==> src/rtl/fc_pkg.sv <==
// Shared constants, address widths and FSM encoding for the FC layer scheduler.
package fc_pkg;

    localparam int INPUT_NUM  = 48;
    localparam int OUTPUT_NUM = 10;
    localparam int LANE_DEPTH = 16;

    localparam int W_ADDR_W  = 9;
    localparam int X_ADDR_W  = 6;
    localparam int BEAT_W    = 4;
    localparam int OUT_IDX_W = 4;

    typedef enum logic [1:0] {
        ST_FILL,
        ST_MAC,
        ST_DRAIN,
        ST_OUT
    } fc_state_e;

    // Row-major weight layout: one row of in_num weights per output class.
    function automatic logic [W_ADDR_W-1:0] weight_addr(
        input logic [OUT_IDX_W-1:0] oi,
        input logic [X_ADDR_W-1:0]  k,
        input logic [W_ADDR_W-1:0]  in_num
    );
        logic [W_ADDR_W-1:0] base;
        base = W_ADDR_W'(oi) * in_num;
        return base + W_ADDR_W'(k);
    endfunction

endpackage

==> src/rtl/fc_addr_gen.sv <==
// Input-index counter k and weight/buffer address generation for one output row.
module fc_addr_gen #(
    parameter int INPUT_NUM = fc_pkg::INPUT_NUM
) (
    input  logic                           clk,
    input  logic                           rst,
    input  logic                           step_i,
    input  logic [fc_pkg::OUT_IDX_W-1:0]   out_idx_i,
    output logic                           k_first_o,
    output logic                           k_last_o,
    output logic [fc_pkg::W_ADDR_W-1:0]    w_addr_o,
    output logic [fc_pkg::X_ADDR_W-1:0]    x_addr_o
);
    import fc_pkg::*;

    localparam logic [W_ADDR_W-1:0] IN_NUM_W = W_ADDR_W'(INPUT_NUM);
    localparam logic [X_ADDR_W-1:0] K_LAST   = X_ADDR_W'(INPUT_NUM - 1);

    logic [X_ADDR_W-1:0] k_q;
    logic [X_ADDR_W-1:0] k_d;

    assign k_first_o = (k_q == '0);
    assign k_last_o  = (k_q == K_LAST);

    // k wraps on its own after the last input, so every row starts at 0.
    always_comb begin
        k_d = k_q;
        if (step_i) begin
            k_d = k_last_o ? '0 : k_q + X_ADDR_W'(1);
        end
    end

    always_ff @(posedge clk) begin
        if (rst) begin
            k_q <= '0;
        end else begin
            k_q <= k_d;
        end
    end

    assign w_addr_o = step_i ? weight_addr(out_idx_i, k_q, IN_NUM_W) : '0;
    assign x_addr_o = step_i ? k_q : '0;

endmodule

==> src/rtl/fc_scheduler.sv <==
// Frame scheduler for a fully-connected layer: buffer fill, per-class MAC sweep,
// pipeline drain and handshaked result output.
module fc_scheduler #(
    parameter int INPUT_NUM  = fc_pkg::INPUT_NUM,
    parameter int OUTPUT_NUM = fc_pkg::OUTPUT_NUM,
    parameter int LANE_DEPTH = fc_pkg::LANE_DEPTH
) (
    input  logic                           clk,
    input  logic                           rst,
    input  logic                           valid_in,
    output logic                           in_ready,
    output logic                           buf_wr_en,
    output logic [fc_pkg::BEAT_W-1:0]      buf_wr_idx,
    output logic                           rd_en,
    output logic [fc_pkg::W_ADDR_W-1:0]    w_addr,
    output logic [fc_pkg::X_ADDR_W-1:0]    x_addr,
    output logic                           mac_en,
    output logic                           mac_first,
    output logic [fc_pkg::OUT_IDX_W-1:0]   out_idx,
    output logic                           out_valid,
    input  logic                           out_ready,
    output logic                           frame_done,
    output logic                           overrun
);
    import fc_pkg::*;

    localparam logic [BEAT_W-1:0]    BEAT_LAST = BEAT_W'(LANE_DEPTH - 1);
    localparam logic [OUT_IDX_W-1:0] OUT_LAST  = OUT_IDX_W'(OUTPUT_NUM - 1);

    fc_state_e             state_q, state_d;
    logic [BEAT_W-1:0]     beat_q, beat_d;
    logic [OUT_IDX_W-1:0]  out_idx_q, out_idx_d;
    logic                  drain_q, drain_d;
    logic                  overrun_q, overrun_d;
    logic                  frame_done_q, frame_done_d;
    logic                  mac_en_q;
    logic                  mac_first_q;
    logic                  k_first;
    logic                  k_last;

    fc_addr_gen #(
        .INPUT_NUM (INPUT_NUM)
    ) u_addr_gen (
        .clk       (clk),
        .rst       (rst),
        .step_i    (rd_en),
        .out_idx_i (out_idx_q),
        .k_first_o (k_first),
        .k_last_o  (k_last),
        .w_addr_o  (w_addr),
        .x_addr_o  (x_addr)
    );

    always_comb begin
        state_d      = state_q;
        beat_d       = beat_q;
        out_idx_d    = out_idx_q;
        drain_d      = drain_q;
        frame_done_d = 1'b0;
        in_ready     = 1'b0;
        buf_wr_en    = 1'b0;
        buf_wr_idx   = '0;
        rd_en        = 1'b0;
        out_valid    = 1'b0;
        overrun_d    = overrun_q | (valid_in & (state_q != ST_FILL));

        unique case (state_q)
            ST_FILL: begin
                in_ready = 1'b1;
                if (valid_in) begin
                    buf_wr_en  = 1'b1;
                    buf_wr_idx = beat_q;
                    if (beat_q == BEAT_LAST) begin
                        beat_d  = '0;
                        state_d = ST_MAC;
                    end else begin
                        beat_d = beat_q + BEAT_W'(1);
                    end
                end
            end
            ST_MAC: begin
                rd_en = 1'b1;
                if (k_last) begin
                    state_d = ST_DRAIN;
                    drain_d = 1'b0;
                end
            end
            // Two cycles: memory read latency, then the final accumulate.
            ST_DRAIN: begin
                if (drain_q) begin
                    state_d = ST_OUT;
                    drain_d = 1'b0;
                end else begin
                    drain_d = 1'b1;
                end
            end
            ST_OUT: begin
                out_valid = 1'b1;
                if (out_ready) begin
                    if (out_idx_q == OUT_LAST) begin
                        out_idx_d    = '0;
                        frame_done_d = 1'b1;
                        state_d      = ST_FILL;
                    end else begin
                        out_idx_d = out_idx_q + OUT_IDX_W'(1);
                        state_d   = ST_MAC;
                    end
                end
            end
            default: begin
                state_d = ST_FILL;
            end
        endcase
    end

    always_ff @(posedge clk) begin
        if (rst) begin
            state_q      <= ST_FILL;
            beat_q       <= '0;
            out_idx_q    <= '0;
            drain_q      <= 1'b0;
            overrun_q    <= 1'b0;
            frame_done_q <= 1'b0;
            mac_en_q     <= 1'b0;
            mac_first_q  <= 1'b0;
        end else begin
            state_q      <= state_d;
            beat_q       <= beat_d;
            out_idx_q    <= out_idx_d;
            drain_q      <= drain_d;
            overrun_q    <= overrun_d;
            frame_done_q <= frame_done_d;
            mac_en_q     <= rd_en;
            mac_first_q  <= rd_en & k_first;
        end
    end

    assign mac_en     = mac_en_q;
    assign mac_first  = mac_first_q;
    assign out_idx    = out_idx_q;
    assign frame_done = frame_done_q;
    assign overrun    = overrun_q;

endmodule

==> config.mk <==
export PLATFORM = sky130hd
export DESIGN_NAME = fc_scheduler
export DESIGN_NICKNAME = d
export VERILOG_FILES = /design/src/rtl/fc_pkg.sv /design/src/rtl/fc_addr_gen.sv /design/src/rtl/fc_scheduler.sv
export SDC_FILE = /design/constraint.sdc
export NUM_CORES = 1
export LEC_CHECK = 0
export ABC_AREA = 1
export BUFFER_PORTS_ARGS = -buffer_cell sky130_fd_sc_hd__buf_2
export CAP_MARGIN = 20
export CORE_ASPECT_RATIO = 1.75
export CORE_MARGIN = 8
export CORE_UTILIZATION = 56
export CTS_CLUSTER_SIZE = 40
export DETAILED_ROUTE_END_ITERATION = 8
export PLACE_DENSITY = 0.95
export SKIP_CTS_REPAIR_TIMING = 1
export SYNTH_ARGS = -nofsm -noshare
export SYNTH_HDL_FRONTEND = slang
export SYNTH_SLANG_ARGS = --single-unit
==> constraint.sdc <==
create_clock -name clk -period 2.6 [get_ports clk]
set_input_delay 0.13 -clock clk [delete_from_list [all_inputs] [get_ports clk]]
set_output_delay 0.13 -clock clk [all_outputs]
set_load 0.02 [all_outputs]
==> results of run 1 <==
==> worst reg2reg max path: cells and delay by family (launching register included) <==
kind                       cells  cell delay, ns
AOI/OAI and AO/OA              1            0.11
adders and majority gates      1            0.35
buffers and inverters          3            0.45
DFF                            1            0.33
and+or+nand+nor                4            0.35
==> logic make-up (layout without fill, tap and decap cells) <==
kind of cell,count (synthesis),in the layout
fa+ha+maj,16,16
buf+inv,42,75
flops,21,21
simple gates,84,84
xor+xnor,1,1
compound gates,27,27
==> layer usage <==
metal  global-route usage, %  part of all wire, %
met1                   16.08                   39
met2                   31.01                   54
met3                   2.355                  4.2
met4                   8.122                  2.5
met5                       0                    0
==> cell type report <==
class | instances | area [µm²] | area share [%]
multi-input combinational | 128 | 772.0 | 48.77
sequential | 21 | 420.4 | 26.56
timing repair buffer | 35 | 177.7 | 11.23
inverter | 36 | 135.1 | 8.538
clock buffer | 4 | 45.04 | 2.846
tap | 26 | 32.53 | 2.055
==> synth_stat cells <==
library cell / instances / area, µm²
nor2_1: 21 / 78.83
o21bai_2: 1 / 11.26
nor3_1: 4 / 20.02
nand2_2: 2 / 12.51
ha_1: 14 / 175.2
nand4_1: 2 / 12.51
a211oi_1: 3 / 22.52
o21ai_1: 1 / 5.000
dfxtp_1: 21 / 420.4
o21ai_0: 8 / 40.04
nand2_1: 34 / 127.6
xor2_1: 1 / 8.760
or2_2: 2 / 12.51
o21bai_1: 1 / 7.510
o211ai_1: 1 / 7.510
inv_1: 36 / 135.1
buf_6: 1 / 11.26
buf_4: 4 / 30.03
nand3_2: 3 / 30.03
fa_1: 2 / 40.04
a21oi_1: 11 / 55.05
nor4_1: 1 / 6.260
a31oi_1: 1 / 6.260
nand3_1: 11 / 55.05
nor3_4: 1 / 16.27
nor3b_1: 2 / 15.01
buf_2: 1 / 5.000
nor2_2: 1 / 6.260
==> how the worst min path moves through the flow <==
| stage | slack [ns] | end | startpoint | cells after the start |
|---|---|---|---|---|
| floorplan | 0.27 | overrun$_SDFF_PP0_ | valid_in | 2 |
| global placement | 0.40 | overrun$_SDFF_PP0_ | valid_in | 3 |
| detailed placement | 0.42 | overrun$_SDFF_PP0_ | valid_in | 3 |
| CTS | 0.16 | overrun$_SDFF_PP0_ | valid_in | 3 |
| global route | 0.17 | mac_en$_SDFF_PP0_ | rst | 2 |
| finish | 0.16 | overrun$_SDFF_PP0_ | valid_in | 3 |
==> sequential cells by signal, indices dropped and copies added (netlist names) <==
name	flops
u_addr_gen.k_q	6
beat_q	4
out_idx	4
state_q	2
drain_q	1
frame_done	1
mac_en	1
mac_first	1
overrun	1
==> stage by stage <==
step | power, mW | cells | instance area [µm²]
3_5_place_dp | 0.9077 | 246 | 1538
3_3_place_gp | 0.8901 | 246 | 1538
5_1_grt | 1.198 | 250 | 1583
6_report | 1.112 | 250 | 1583
2_1_floorplan | 0.7909 | 191 | 1374
4_1_cts | 1.118 | 250 | 1583
==> power groups by stage <==
stage / logic (mW) / registers (mW) / clock network, mW
2_1_floorplan: 0.368 / 0.423 / 0
6_report: 0.488 / 0.410 / 0.214
3_5_place_dp: 0.490 / 0.418 / 0
3_3_place_gp: 0.477 / 0.413 / 0
4_1_cts: 0.492 / 0.410 / 0.216
5_1_grt: 0.550 / 0.419 / 0.228
==> impl_metrics.ini, run 1 <==
[finish]
syn_to_final_growth_pct = 15.21
n_antenna_cell = 0
final_layout_size_suffix_gt1_share_pct = 21.43
final_cell_mix = inv_1, nand2_1, buf_2
fin_nets = 245
final_common_cell = inv_1
fin_util_pct = 65.89
num-fill-cells = 228

[sta]
timing.slew.headroom_pct = 76.79
period_minus_slack_ns = 2.324
rsz0062_at_grt = no
maxSlewViolCount = 0
setup_viol = 0
fin_ws_ns = 0.2757
worstMarginPinSlew_ns = 0.3458
fin_crit_sh_pct = 89.40
fmax_mhz = 430.2
holdWs_ns = 0.1556
tns_ns = 0
hold_violations = 0
clock_skew_ns = 0.003097

[clock_tree]
clockRootBuffer = clkbuf_8
clock_path_buffers = 2
cts_buffers = 3
cts_tree = built
clock-sinks = 21
clk_pin_slew_ns = 0.07
insertion_delay_ns = 0.26
htree_levels = 1

[yosys]
synth-seq-cells = 21
synth-compound-area-share_pct = 11.29
synth_top_family_by_area = simple AND/OR/NAND/NOR gates
synth_fp_nets = 211
syn_avg_cell_area_um2 = 7.193
synthXorXnorAreaFrac_pct = 0.6375
yosysUniqueCellTypes = 28
netlist_instances = 191
synth_seq_area_share_pct = 30.60
synth-simple-area-share_pct = 28.60
synth_warnings = 0
synth_fa_ha_area_share_pct = 15.66
synthMuxAreaShare_pct = 0
synth_area_um2 = 1374

[min_path]
hold_path_class = input pin to register

[pwr]
clkPwrFrac_pct = 19.2
p_switching_mw = 0.4639
swShare_pct = 41.74
power_leakage_nw = 0.8711
p_int_mw = 0.6476
peakVddDrop_mv = 0.5398
pwr-share-comb_pct = 43.9
power_density_nw_per_um2 = 702.3
seq_power_share_pct = 36.9

[global_routing]
antenna_found_initial = 0
grt_pass1_vias = 1414
grt_start_max_net_pins = 12
grt-ovfl-total = 0
grtUsageTotal_pct = 16.33
grt_pass1_wl_mm = 5.623

[critical_path]
cp_num_buf_inv = 2
worst_path_max_delay_cell = fa_1
r2r-end = u_addr_gen.k_q[5]$_SDFFE_PP0N_
cpMostUsedCell = nor2_1
path_cells = inv_1 -> ha_1 -> fa_1 -> nor2_1 -> nand4_1 -> nand3_1 -> nand2_1 -> nor2_1 -> buf_2
critical_path_peak_fanout = 4
r2r-start = state_q[1]$_SDFFE_PP0P_
max_stage_delay_ns = 0.44
cp.arrival_ns = 2.19
r2r_slack_ns = 0.91
path_depth = 9
start_kind = register
worst_path_dominant_cell_family = adder cells
endpoint = w_addr[8]
crit_type = register to output port
cp.required_ns = 2.47
cp-end-kind = output port
worst-r2r-cell-count = 9
crit_start = out_idx[1]$_SDFFE_PP0P_

[place]
dp_hpwl_mm = 2.603
port_buffers = 34
place_congestion = 0.8105
post-place-ws_ns = 0.5599

[die]
dieArea_um2 = 4356
die_h_um = 81.52
die_w_um = 53.44
core_area_um2 = 2402
num_rows = 24
io_pins = 35
start_util_pct = 57.19

[run]
max-cap-violations = 0

[detailed_routing]
final_antenna_net_count = 0
wl_per_cell_um = 12.63
via_per_inst = 5.244
vias = 1311
wl_mm = 3.157
drt_iter0_drc = 22
drtPass1Iterations = 4
drcViolationCount = 0

[outcome]
status = completed
Power figures use the tool's default switching activity.
==> run 2: changes to the inputs <==
--- a/config.mk
+++ b/config.mk
@@ -5,15 +5,14 @@
 export SDC_FILE = /design/constraint.sdc
 export NUM_CORES = 1
 export LEC_CHECK = 0
-export ABC_AREA = 1
+export ABC_AREA = 0
 export BUFFER_PORTS_ARGS = -buffer_cell sky130_fd_sc_hd__buf_2
-export CAP_MARGIN = 20
 export CORE_ASPECT_RATIO = 1.75
 export CORE_MARGIN = 8
-export CORE_UTILIZATION = 56
+export CORE_UTILIZATION = 45
 export CTS_CLUSTER_SIZE = 40
 export DETAILED_ROUTE_END_ITERATION = 8
-export PLACE_DENSITY = 0.95
+export PLACE_DENSITY = 0.82
 export SKIP_CTS_REPAIR_TIMING = 1
 export SYNTH_ARGS = -nofsm -noshare
 export SYNTH_HDL_FRONTEND = slang
==> run 2 against run 1 <==
Against the previous run: highest routed layer unchanged; sequential power is 4% lower; flip-flop and latch count stayed put; clock skew is 0.00063 ns lower; register-to-register slack worse by 0.18 ns; via count is 12% lower; first-iteration DRC count is 45% lower; core utilization is 12 points lower; combinational power is 35% lower; largest power group is now registers; worst hold slack better by 0.015 ns; clock-buffer cell count stayed put; synthesized cell count is 20% lower.
==> impl_metrics.ini, run 2 <==
[yosys]
synthArstFlopShare_pct = 0
synth-edff-count = 0
syn_avg_cell_area_um2 = 8.677
synth_top_area_share_pct = 31.67
synth_area_um2 = 1328
netlist_top_cells_count = dfxtp_1, inv_1, ha_1, nor2_1
synth-seq-cells = 21
yosysUniqueCellTypes = 35
synth_fp_nets = 173
yosysMostFrequentCell = dfxtp_1
synth_seq_area_share_pct = 31.67
synth_top_cell_by_area = dfxtp_1
netlist_instances = 153
synth-main-ff-cell = dfxtp_1
synth_warnings = 0
synth_area_leaders = dfxtp_1, ha_1, inv_1

[detailed_routing]
vias = 1152
drt_iter0_drc = 12
drcViolationCount = 0
wl_per_cell_um = 13.91
final_antenna_net_count = 0
drtPass1Iterations = 4
wl_mm = 2.948
via_per_inst = 5.434

[sta]
maxSlewViolCount = 0
tns_ns = 0
period_minus_slack_ns = 2.453
rsz0062_at_grt = no
worstMarginPinSlew_ns = 0.5776
fmax_mhz = 407.6
hold_violations = 0
clock_skew_ns = 0.002463
setup_viol = 0
fin_crit_sh_pct = 94.35
timing.slew.headroom_pct = 61.49

[finish]
final_common_cell = buf_2
fin_area_um2 = 1544
final_cell_mix = buf_2, dfxtp_1, inv_1
fin_util_pct = 53.93
final_layout_size_suffix_gt1_share_pct = 26.09
fin_nets = 205
regMostFlops = u_addr_gen.k_q
multiInputGateArea_um2 = 807.0
syn_to_final_growth_pct = 16.31
seq_area_um2 = 422.9
largest_reg_flops = 6
num-fill-cells = 287
n_antenna_cell = 0

[place]
port_buffers = 34
place_congestion = 0.8301
dp_hpwl_mm = 2.319
placed_area_um2 = 1491

[critical_path]
crit_type = register to output port
cp.arrival_ns = 2.32
cp.required_ns = 2.47
critical_path_peak_fanout = 5
cp-end-kind = output port
start_kind = register

[clock_tree]
insertion_delay_ns = 0.26
cts_buffers = 3
cts_tree = built
clockRootBuffer = clkbuf_8
htree_levels = 1
clock_path_buffers = 2
clk_pin_slew_ns = 0.07
clock-sinks = 21

[min_path]
hold_path_class = input pin to register

[pwr]
swShare_pct = 36.25
seq_power_share_pct = 42.4
p_switching_mw = 0.3352
pwr-share-comb_pct = 34.4
totalPowerFinal_mw = 0.9247
power_density_nw_per_um2 = 598.9
power_leakage_nw = 0.7549
clkPwrFrac_pct = 23.2
peakVddDrop_mv = 0.3629
p_int_mw = 0.5895

[die]
dieArea_um2 = 5012
num_rows = 26
io_pins = 35
die_w_um = 57.06
core_area_um2 = 2863
start_util_pct = 46.37
die_h_um = 87.85

[global_routing]
grt_pass1_wl_mm = 5.375
grtUsageTotal_pct = 12.68
antenna_found_initial = 0
grt_pass1_vias = 1245
grt_start_max_net_pins = 20
grt-ovfl-total = 0

[outcome]
status = completed

[run]
max-cap-violations = 0
-- run 2: worst max-delay path, cell delays in order, from the launching register on --
cell and delay (ns):
dfxtp_2 0.37, inv_1 0.08, ha_1 0.33, fa_1 0.45
nor3_2 0.20, xor3_1 0.31, and2_1 0.16, buf_2 0.15
-- run 2: worst paths after layout --
kind | from | to | slack (ns) | cells after the start
worst max-delay path | out_idx[1]$_SDFFE_PP0P_ | w_addr[8] | 0.15 | 7
worst min-delay path | valid_in | overrun$_SDFF_PP0_ | 0.17 | 3
worst min register to register | overrun$_SDFF_PP0_ | overrun$_SDFF_PP0_ | 0.47 | 2
worst max register to register | state_q[0]$_SDFFE_PP0P_ | state_q[0]$_SDFFE_PP0P_ | 0.73 | 5
-- run 2: logic make-up after synthesis --
| family | Yosys count | share of synthesized area [%] |
|---|---|---|
| AOI/OAI and AO/OA | 27 | 13.48 |
| xor gates and xnor gates | 9 | 7.068 |
| adders and majority gates | 16 | 16.21 |
| buffers and inverters | 23 | 7.917 |
| DFF | 21 | 31.67 |
| muxes | 3 | 2.356 |
| and+or+nand+nor | 54 | 21.30 |
-- run 2: stage by stage --
| stage | setup slack [ns] | hold WS [ns] | std cells |
|---|---|---|---|
| floorplan | 0.3361 | 0.2707 | 153 |
| global placement | 0.3679 | 0.4296 | 208 |
| detailed placement | 0.3101 | 0.4427 | 208 |
| CTS | 0.01985 | 0.1688 | 212 |
| global route | 0.01815 | 0.2070 | 212 |
| finish | 0.1468 | 0.1704 | 212 |
-- run 2: routing by layer --
metal / vias to the layer above / wire length, µm / GRT usage [%]
met3: 5 / 201 / 4.354
met5: - / 0 / 0
li1: 582 / - / -
met4: 0 / 47 / 4.936
met2: 31 / 1513 / 22.89
met1: 534 / 1185 / 12.85
-- run 2: cell type report --
class,instances,area share (%)
clock buffers,4,2.917
inverters,15,3.647
multi-input cells,109,52.27
flip-flops and latches,21,27.39
well taps,28,2.269
repair buffers,35,11.51
-- run 2: power groups by stage --
stage	clock [mW]	combinational, mW	sequential (mW)
floorplan	0	0.231	0.407
global placement	0	0.312	0.399
detailed placement	0	0.321	0.400
CTS	0.218	0.323	0.393
global route	0.235	0.354	0.398
finish	0.215	0.318	0.392
==> run 3: changes to the inputs <==
--- a/config.mk
+++ b/config.mk
@@ -7,7 +7,7 @@
 export LEC_CHECK = 0
 export ABC_AREA = 0
 export BUFFER_PORTS_ARGS = -buffer_cell sky130_fd_sc_hd__buf_2
-export CORE_ASPECT_RATIO = 1.75
+export CORE_ASPECT_RATIO = 1.2
 export CORE_MARGIN = 8
 export CORE_UTILIZATION = 45
 export CTS_CLUSTER_SIZE = 40
==> run 3 against run 2 <==
Against the previous run: combinational power is essentially flat; critical endpoint unchanged; setup slack worse by 0.049 ns; register-to-register slack improved by 0.03 ns; highest routed layer unchanged; clock power down 26%; sequential power about the same; sequential share of layout area up 0.30 points; cell count increased by 2.8%; non-clock buffer count did not move; largest cell class unchanged; via count decreased by 0.78%.
==> impl_metrics.ini, run 3 (synthesis gave the netlist of run 2 again) <==
[clock_tree]
clock_path_buffers = 2
cts_buffers = 3
clockRootBuffer = clkbuf_4
clk_pin_slew_ns = 0.12
cts_tree = built
insertion_delay_ns = 0.31
clock-sinks = 21
htree_levels = 1

[global_routing]
grtUsageTotal_pct = 11.56
grt_pass1_wl_mm = 4.650
grt_start_max_net_pins = 19
grt_pass1_vias = 1134
grt-ovfl-total = 0
antenna_found_initial = 0

[finish]
n_antenna_cell = 0
seq_area_um2 = 425.4
fin_nets = 205
largest_reg_flops = 6
fin_util_pct = 54.65
fin_area_um2 = 1536
multiInputGateArea_um2 = 807.0
final_cell_mix = buf_2, dfxtp_1, inv_1
final_layout_size_suffix_gt1_share_pct = 26.63
regMostFlops = u_addr_gen.k_q
num-fill-cells = 269
syn_to_final_growth_pct = 15.74
stdcell_count = 218
final_common_cell = buf_2

[die]
core_area_um2 = 2811
die_w_um = 65.58
num_rows = 21
io_pins = 35
start_util_pct = 47.22
dieArea_um2 = 4951
die_h_um = 75.50

[critical_path]
r2r-start = state_q[0]$_SDFFE_PP0P_
cp.required_ns = 2.47
crit_type = register to output port
crit_start = out_idx[1]$_SDFFE_PP0P_
critical_path_peak_fanout = 5
cp-end-kind = output port
start_kind = register
cp.arrival_ns = 2.37

[sta]
timing.slew.headroom_pct = 60.15
rsz0062_at_grt = no
maxSlewViolCount = 0
hold_violations = 0
holdWs_ns = 0.1188
period_minus_slack_ns = 2.502
fin_crit_sh_pct = 96.23
fin_ws_ns = 0.09796
tns_ns = 0
clock_skew_ns = 0.003611
worstMarginPinSlew_ns = 0.5977
fmax_mhz = 399.7
setup_viol = 0

[pwr]
p_int_mw = 0.5370
pwr-share-comb_pct = 36.5
totalPowerFinal_mw = 0.8679
clkPwrFrac_pct = 18.5
power_density_nw_per_um2 = 564.9
p_switching_mw = 0.3310
power_leakage_nw = 0.7501
seq_power_share_pct = 45.0
peakVddDrop_mv = 0.3753
swShare_pct = 38.13

[min_path]
holdCritStartpoint = valid_in
hold_path_class = input pin to register

[detailed_routing]
drcViolationCount = 0
drt_iter0_drc = 49
via_per_inst = 5.243
wl_mm = 2.784
vias = 1143
drtPass1Iterations = 4
final_antenna_net_count = 0
wl_per_cell_um = 12.77

[place]
dp_hpwl_mm = 2.196
post-place-ws_ns = 0.3028
placed_area_um2 = 1499
place_congestion = 0.9014
dp_cells = 214
port_buffers = 34

[outcome]
status = completed

[run]
max-cap-violations = 0
## run 3: cell types whose count changed in the layout (fill, tap and decap cells not counted)
cell,previous run,this run
clkinv_2,0,1
dfxtp_2,2,1
clkbuf_4,0,3
clkbuf_1,1,0
clkbuf_8,3,0
dfxtp_4,0,1
## run 3: layout make-up
cell class,instances,share of cell area [%]
tap,34,2.769
clock inverter,1,0.3257
inverter,15,3.665
clock buffer,3,1.466
sequential,21,27.69
multi-input combinational,109,52.52
timing repair buffer,35,11.56
## run 3: worst paths after layout
| path | end | depth (start not counted) | slack, ns |
|---|---|---|---|
| setup reg to reg | state_q[0]$_SDFFE_PP0P_ | 5 | 0.76 |
| setup / recovery | w_addr[8] | 7 | 0.1 |
| hold reg to reg | overrun$_SDFF_PP0_ | 2 | 0.49 |
| hold / removal | overrun$_SDFF_PP0_ | 3 | 0.12 |
## run 3: metal layers
layer	vias up	global-route usage, %	share of wire, %
met5	-	0	0
met4	0	5.340	2.0
met3	7	3.235	6.7
met2	26	21.14	51
met1	529	12.00	40
li1	581	-	-
## run 3: power groups by stage
stage	Clock (mW)	Combinational, mW	Sequential [mW]
final	0.160	0.317	0.391
after global routing	0.177	0.355	0.397
after CTS	0.165	0.320	0.392
after detailed placement	0	0.319	0.399
after global placement	0	0.310	0.398
after floorplan	0	0.231	0.407
## run 3: worst max-delay path: stages, from the launching register on
cell and delay, ns:
dfxtp_4 0.38, inv_1 0.07, ha_1 0.34, fa_1 0.45, nor3_2 0.20, xor3_1 0.32
and2_1 0.16, buf_2 0.15
